==> src/rtl/mux_rr_stream_pkg.sv <==
// Shared types and elaboration helpers for the round-robin stream multiplexer.
package mux_rr_stream_pkg;

    typedef enum logic {
        LK_FREE = 1'b0,
        LK_HELD = 1'b1
    } lock_state_e;

    function automatic int unsigned clog2(input int unsigned v);
        int unsigned r;
        r = 0;
        for (int unsigned i = 0; i < 32; i++) begin
            if ((64'd1 << i) < 64'(v)) begin
                r = i + 1;
            end
        end
        return r;
    endfunction

    // A channel index is always at least one bit wide, even for a single channel.
    function automatic int unsigned chan_width(input int unsigned n);
        return (n > 1) ? clog2(n) : 1;
    endfunction

endpackage

==> src/rtl/mux_rr_stream_rr_arbiter.sv <==
// Combinational round-robin arbiter with an optional hold on a fixed index.
module rr_arbiter
    import mux_rr_stream_pkg::*;
#(
    parameter  int unsigned N  = 4,
    localparam int unsigned CW = chan_width(N)
) (
    input  logic [N-1:0]  req_i,
    input  logic [CW-1:0] ptr_i,
    input  logic          hold_i,
    input  logic [CW-1:0] hold_idx_i,
    output logic [N-1:0]  grant_o,
    output logic [CW-1:0] idx_o
);

    // The requester closest after ptr (modulo N) has the smallest rank, so no
    // variable-width modulo is needed and non-power-of-2 N works unchanged.
    always_comb begin
        int unsigned p;
        int unsigned rank;
        int unsigned best;
        grant_o = '0;
        idx_o   = '0;
        p       = 32'(ptr_i);
        best    = N + 1;
        rank    = 0;
        if (hold_i) begin
            for (int unsigned i = 0; i < N; i++) begin
                if (hold_idx_i == CW'(i) && req_i[i]) begin
                    grant_o[i] = 1'b1;
                    idx_o      = CW'(i);
                end
            end
        end else begin
            for (int unsigned i = 0; i < N; i++) begin
                rank = (i > p) ? (i - p) : (i + N - p);
                if (req_i[i] && rank < best) begin
                    best    = rank;
                    grant_o = '0;
                    grant_o[i] = 1'b1;
                    idx_o   = CW'(i);
                end
            end
        end
    end

endmodule

==> src/rtl/mux_rr_stream.sv <==
// Registered N-channel valid/ready stream multiplexer with round-robin
// arbitration, optional packet lock and source-channel tagging.
module mux_rr_stream
    import mux_rr_stream_pkg::*;
#(
    parameter  int unsigned WIDTH = 16,
    parameter  int unsigned SEL   = 4,
    parameter  int unsigned LOCK  = 1,
    localparam int unsigned CW    = chan_width(SEL)
) (
    input  logic                 clk,
    input  logic                 rst,
    input  logic [SEL*WIDTH-1:0] in_data,
    input  logic [SEL-1:0]       in_valid,
    input  logic [SEL-1:0]       in_last,
    output logic [SEL-1:0]       in_ready,
    output logic [WIDTH-1:0]     out_data,
    output logic [CW-1:0]        out_chan,
    output logic                 out_last,
    output logic                 out_valid,
    input  logic                 out_ready
);

    logic [CW-1:0]    ptr_q;
    lock_state_e      lock_q;
    logic [CW-1:0]    lock_idx_q;
    logic [WIDTH-1:0] out_data_q;
    logic [CW-1:0]    out_chan_q;
    logic             out_last_q;
    logic             out_valid_q;

    logic [SEL-1:0]   grant;
    logic [CW-1:0]    grant_idx;
    logic             adv;
    logic             accept;
    logic [WIDTH-1:0] sel_data_d;
    logic             sel_last_d;

    rr_arbiter #(
        .N (SEL)
    ) u_arb (
        .req_i      (in_valid),
        .ptr_i      (ptr_q),
        .hold_i     (lock_q == LK_HELD),
        .hold_idx_i (lock_idx_q),
        .grant_o    (grant),
        .idx_o      (grant_idx)
    );

    assign adv      = !out_valid_q || out_ready;
    assign in_ready = (rst || !adv) ? '0 : grant;
    assign accept   = |(in_valid & in_ready);

    always_comb begin
        sel_data_d = '0;
        sel_last_d = 1'b0;
        for (int unsigned i = 0; i < SEL; i++) begin
            if (grant[i]) begin
                sel_data_d = in_data[i*WIDTH +: WIDTH];
                sel_last_d = in_last[i];
            end
        end
    end

    always_ff @(posedge clk) begin
        if (rst) begin
            ptr_q       <= CW'(SEL - 1);
            lock_q      <= LK_FREE;
            lock_idx_q  <= '0;
            out_data_q  <= '0;
            out_chan_q  <= '0;
            out_last_q  <= 1'b0;
            out_valid_q <= 1'b0;
        end else if (accept) begin
            ptr_q       <= grant_idx;
            out_data_q  <= sel_data_d;
            out_chan_q  <= grant_idx;
            out_last_q  <= sel_last_d;
            out_valid_q <= 1'b1;
            case (lock_q)
                LK_FREE: begin
                    if (LOCK != 0 && !sel_last_d) begin
                        lock_q     <= LK_HELD;
                        lock_idx_q <= grant_idx;
                    end
                end
                LK_HELD: begin
                    if (sel_last_d) begin
                        lock_q <= LK_FREE;
                    end
                end
                default: lock_q <= LK_FREE;
            endcase
        end else if (out_ready) begin
            out_valid_q <= 1'b0;
        end
    end

    assign out_data  = out_data_q;
    assign out_chan  = out_chan_q;
    assign out_last  = out_last_q;
    assign out_valid = out_valid_q;

    a_ready_onehot: assert property (@(posedge clk) disable iff (rst)
        $onehot0(in_ready));

    a_stall_stable: assert property (@(posedge clk) disable iff (rst)
        (out_valid_q && !out_ready) |=> (out_valid_q && $stable(out_data_q) && $stable(out_chan_q)));

endmodule

==> config.mk <==
export PLATFORM = sky130hd
export DESIGN_NAME = mux_rr_stream
export DESIGN_NICKNAME = d
export VERILOG_FILES = /design/src/rtl/mux_rr_stream_pkg.sv /design/src/rtl/mux_rr_stream_rr_arbiter.sv /design/src/rtl/mux_rr_stream.sv
export SDC_FILE = /design/constraint.sdc
export NUM_CORES = 1
export LEC_CHECK = 0
export ABC_AREA = 1
export CAP_MARGIN = 20
export CORE_ASPECT_RATIO = 0.7
export CORE_MARGIN = 2
export CORE_UTILIZATION = 43
export CTS_BUF_LIST = sky130_fd_sc_hd__clkbuf_4
export CTS_CLUSTER_DIAMETER = 40
export DETAILED_ROUTE_END_ITERATION = 7
export HOLD_SLACK_MARGIN = 0.08
export PLACE_DENSITY_LB_ADDON = 0.15
export RECOVER_POWER = 50
export SKIP_LAST_GASP = 1
export SYNTH_ARGS = -nofsm -noshare
export SYNTH_HDL_FRONTEND = slang
export SYNTH_SLANG_ARGS = --single-unit
==> constraint.sdc <==
create_clock -name clk -period 8.1 [get_ports clk]
set_clock_uncertainty 0.1 [all_clocks]
set_input_delay 1.215 -clock clk [delete_from_list [all_inputs] [get_ports clk]]
set_output_delay 1.215 -clock clk [all_outputs]
set_load 0.02 [all_outputs]
==> impl_metrics.json <==
{
  "utilization_pct": 70.8,
  "hold_buffers": 0,
  "rsz0062_at_grt": "no",
  "end_kind": "output port",
  "cts_resized": 0,
  "synth_enable_flop_cells": 0,
  "grt_usage_pct": 23.1,
  "die_height_um": 58.5,
  "critical_path_class": "in -> out",
  "hold_viol": 0,
  "place_ws_ns": 1.94,
  "drt_iter0_drc": 92,
  "place_inst": 417,
  "synth-main-ff-cell": "dfxtp_1",
  "nFillCells": 355,
  "final.setup.tns_ns": 0,
  "synth-async-reset-ratio_pct": 0,
  "syn2layout_area_growth_pct": 54.8,
  "drt-vias-per-instance": 5.01,
  "cpMostUsedCell": "nand2_1",
  "hpwlAfterDp_mm": 4.30,
  "grt_max_degree": 41,
  "dr.pass1.iters": 4,
  "dieWidth_um": 81.9,
  "rrSetupSlack_ns": 2.78,
  "numCtsBuffers": 3,
  "arrival_ns": 5.12,
  "r2r-end": "out_chan[1]",
  "fmax_ghz": 0.156,
  "final_nets": 458,
  "placed_cell_area_sq_um": 2800,
  "critPathLaunchType": "input port",
  "drive_above_1_share_pct": 6.78,
  "syn_inst": 278,
  "critPathTopFamily": "simple AND/OR/NAND/NOR gates",
  "drt_wl_total_mm": 5.48,
  "final_cells": 421,
  "die-area_sq_um": 4790,
  "postSynthAreaPerCell_sq_um": 6.57,
  "cp_slowest_cell": "nand2_1",
  "critical_path_buf_inv_count": 4,
  "overflow": 0,
  "port_buffers": 98,
  "io_pins": 99,
  "rows": 19,
  "vdd_drop_max_mv": 0.237,
  "status": "finished clean",
  "grt_pass1_vias": 1984,
  "critPathMaxFanout": 20,
  "ys_types": 27,
  "final_antenna_net_count": 0,
  "power_density_nw_per_um2": 342,
  "wl_per_cell_um": 13.0,
  "hold_path_class": "reg -> reg",
  "reg2regPathDepth": 28,
  "slew_viol_final": 0,
  "required_ns": 6.78,
  "finalInstanceArea_sq_um": 2830,
  "clk_path_buf_depth": 2,
  "crit_chain": "clkdlybuf4s50_1, nand2_1, nand3_2, nand2_2, nor2_1, a21oi_1, ha_1, nand2_1, nand2_1, nand2_1, nand2_1, nand2_2, nand2_4, o21ai_0, ha_1, o21ai_1, inv_1, nand2_2, nand4_2, nand2_1, inv_2, nor2_1, clkdlybuf4s50_1",
  "cpPeakStageDelay_ns": 0.65,
  "drcViolationCount": 0,
  "reg2reg_from": "ptr_q[1]",
  "post-route-period-util_pct": 79.4,
  "tightest_slew_ns": 1.18,
  "cts_max_level": 1,
  "postCtsSetupBuffers": 0,
  "slew_headroom_pct": 21.3,
  "fin_crit_ns": 6.43,
  "mappedNetlistArea_sq_um": 1830,
  "n_antenna_cell": 0,
  "initial_core_util_pct": 45.7,
  "cts_tree": "done",
  "hold_slack_ns": 0.415,
  "clk_latency_ns": 0.32,
  "ctsRootBufferMaster": "clkbuf_4",
  "grt_pass1_wl_mm": 8.74,
  "post-route-worst-setup-slack_ns": 1.67,
  "crit_cells": 23,
  "yosys_register_bits": 25,
  "antenna_found_initial": 0,
  "cts_sinks": 25,
  "gp_congestion": 0.988,
  "core_area_sq_um": 3990,
  "setup_viol": 0,
  "power_leakage_nw": 1.32,
  "drv_cap": 0,
  "vias": 2109,
  "crit_start": "in_valid[0]",
  "cts.clk_slew.worst_paths_ns": 0.13,
  "crit_path_end": "in_ready[3]",
  "yosysSeqAreaShare_pct": 27.4,
  "power_mw": 0.966,
  "ys_warn_count": 0
}
## layout make-up
class                   count  area [sq um]  share of cell area (%)
repair buffers             98           981                    34.7
multi-input cells         213          1140                    40.4
inverters                  29           109                    3.85
flip-flops and latches     25           500                    17.7
clock buffers               4          30.0                    1.06
well taps                  52          65.1                    2.30
## worst register-to-register path, delay by kind of cell, from the launching register on
family,cells,cell delay (ns)
compound gates,4,0.56
fa+ha+maj,3,0.72
simple gates,17,2.69
flops,1,0.51
buf+inv,4,0.64
## placed cells by master (no fill, tap or decap), drive strengths merged
cell | netlist | final
nor4 | 1 | 1
nor2 | 12 | 12
a21oi | 37 | 37
nand4 | 6 | 6
nand2 | 91 | 91
dlygate4sd3 | 0 | 20
nand3 | 22 | 22
inv | 29 | 29
ha | 13 | 13
conb | 1 | 2
o21ai | 25 | 25
dfxtp | 25 | 25
clkdlybuf4s50 | 0 | 78
o211ai | 2 | 2
clkbuf | 3 | 4
nor3b | 1 | 1
nor3 | 1 | 1
## per-layer routing
metal  wire [um]  vias to the layer above  global-route usage (%)
met3         714                        2                    8.28
met4          10                        0                    2.62
met1        2440                      928                    30.3
met5           0                        -                       0
met2        2310                       93                    38.1
li1            -                     1086                       -
## Yosys cell counts (all sizes together), types with 2 or more instances
cell type | instances | area, sq um
ha | 13 | 163
nand4 | 6 | 43.8
o211ai | 2 | 15.0
inv | 29 | 109
nor2 | 12 | 52.6
clkbuf | 3 | 11.3
nand2 | 91 | 389
o21ai | 25 | 136
nand3 | 22 | 125
dfxtp | 25 | 500
a21oi | 37 | 196
buf | 9 | 62.6
## registers in the layout (all words and copies together), names as in the netlist
name,flops
out_valid,1
out_chan,2
lock_q,1
out_data,16
lock_idx_q,2
ptr_q,2
out_last,1
## power breakdown
part / total, mW / leakage [nW] / internal [mW] / switching, mW
Combinational: 0.691 / 1.09 / 0.257 / 0.434
Sequential: 0.216 / 0.206 / 0.182 / 0.0347
Clock: 0.0592 / 0.0184 / 0.0226 / 0.0366
Total: 0.966 / 1.32 / 0.461 / 0.505
## kinds of logic after synthesis
| group | synth area share, % |
|---|---|
| other | 0.205 |
| buffers and inverters | 10.0 |
| AOI/OAI and AO/OA | 19.0 |
| DFF | 27.4 |
| and+or+nand+nor | 34.5 |
| adders and majority gates | 8.90 |
## how the worst min path moves through the flow
stage                        from       endpoint  slack, ns  cells after the start
finish                  out_valid      out_valid       0.42                      2
global route            out_valid      out_valid       0.45                      2
CTS                     out_valid      out_valid       0.42                      2
detailed placement      out_valid      out_valid       0.41                      2
global placement        out_valid      out_valid       0.38                      2
floorplan           lock_idx_q[0]  lock_idx_q[0]       0.43                      4
Power figures use the tool's default switching activity.
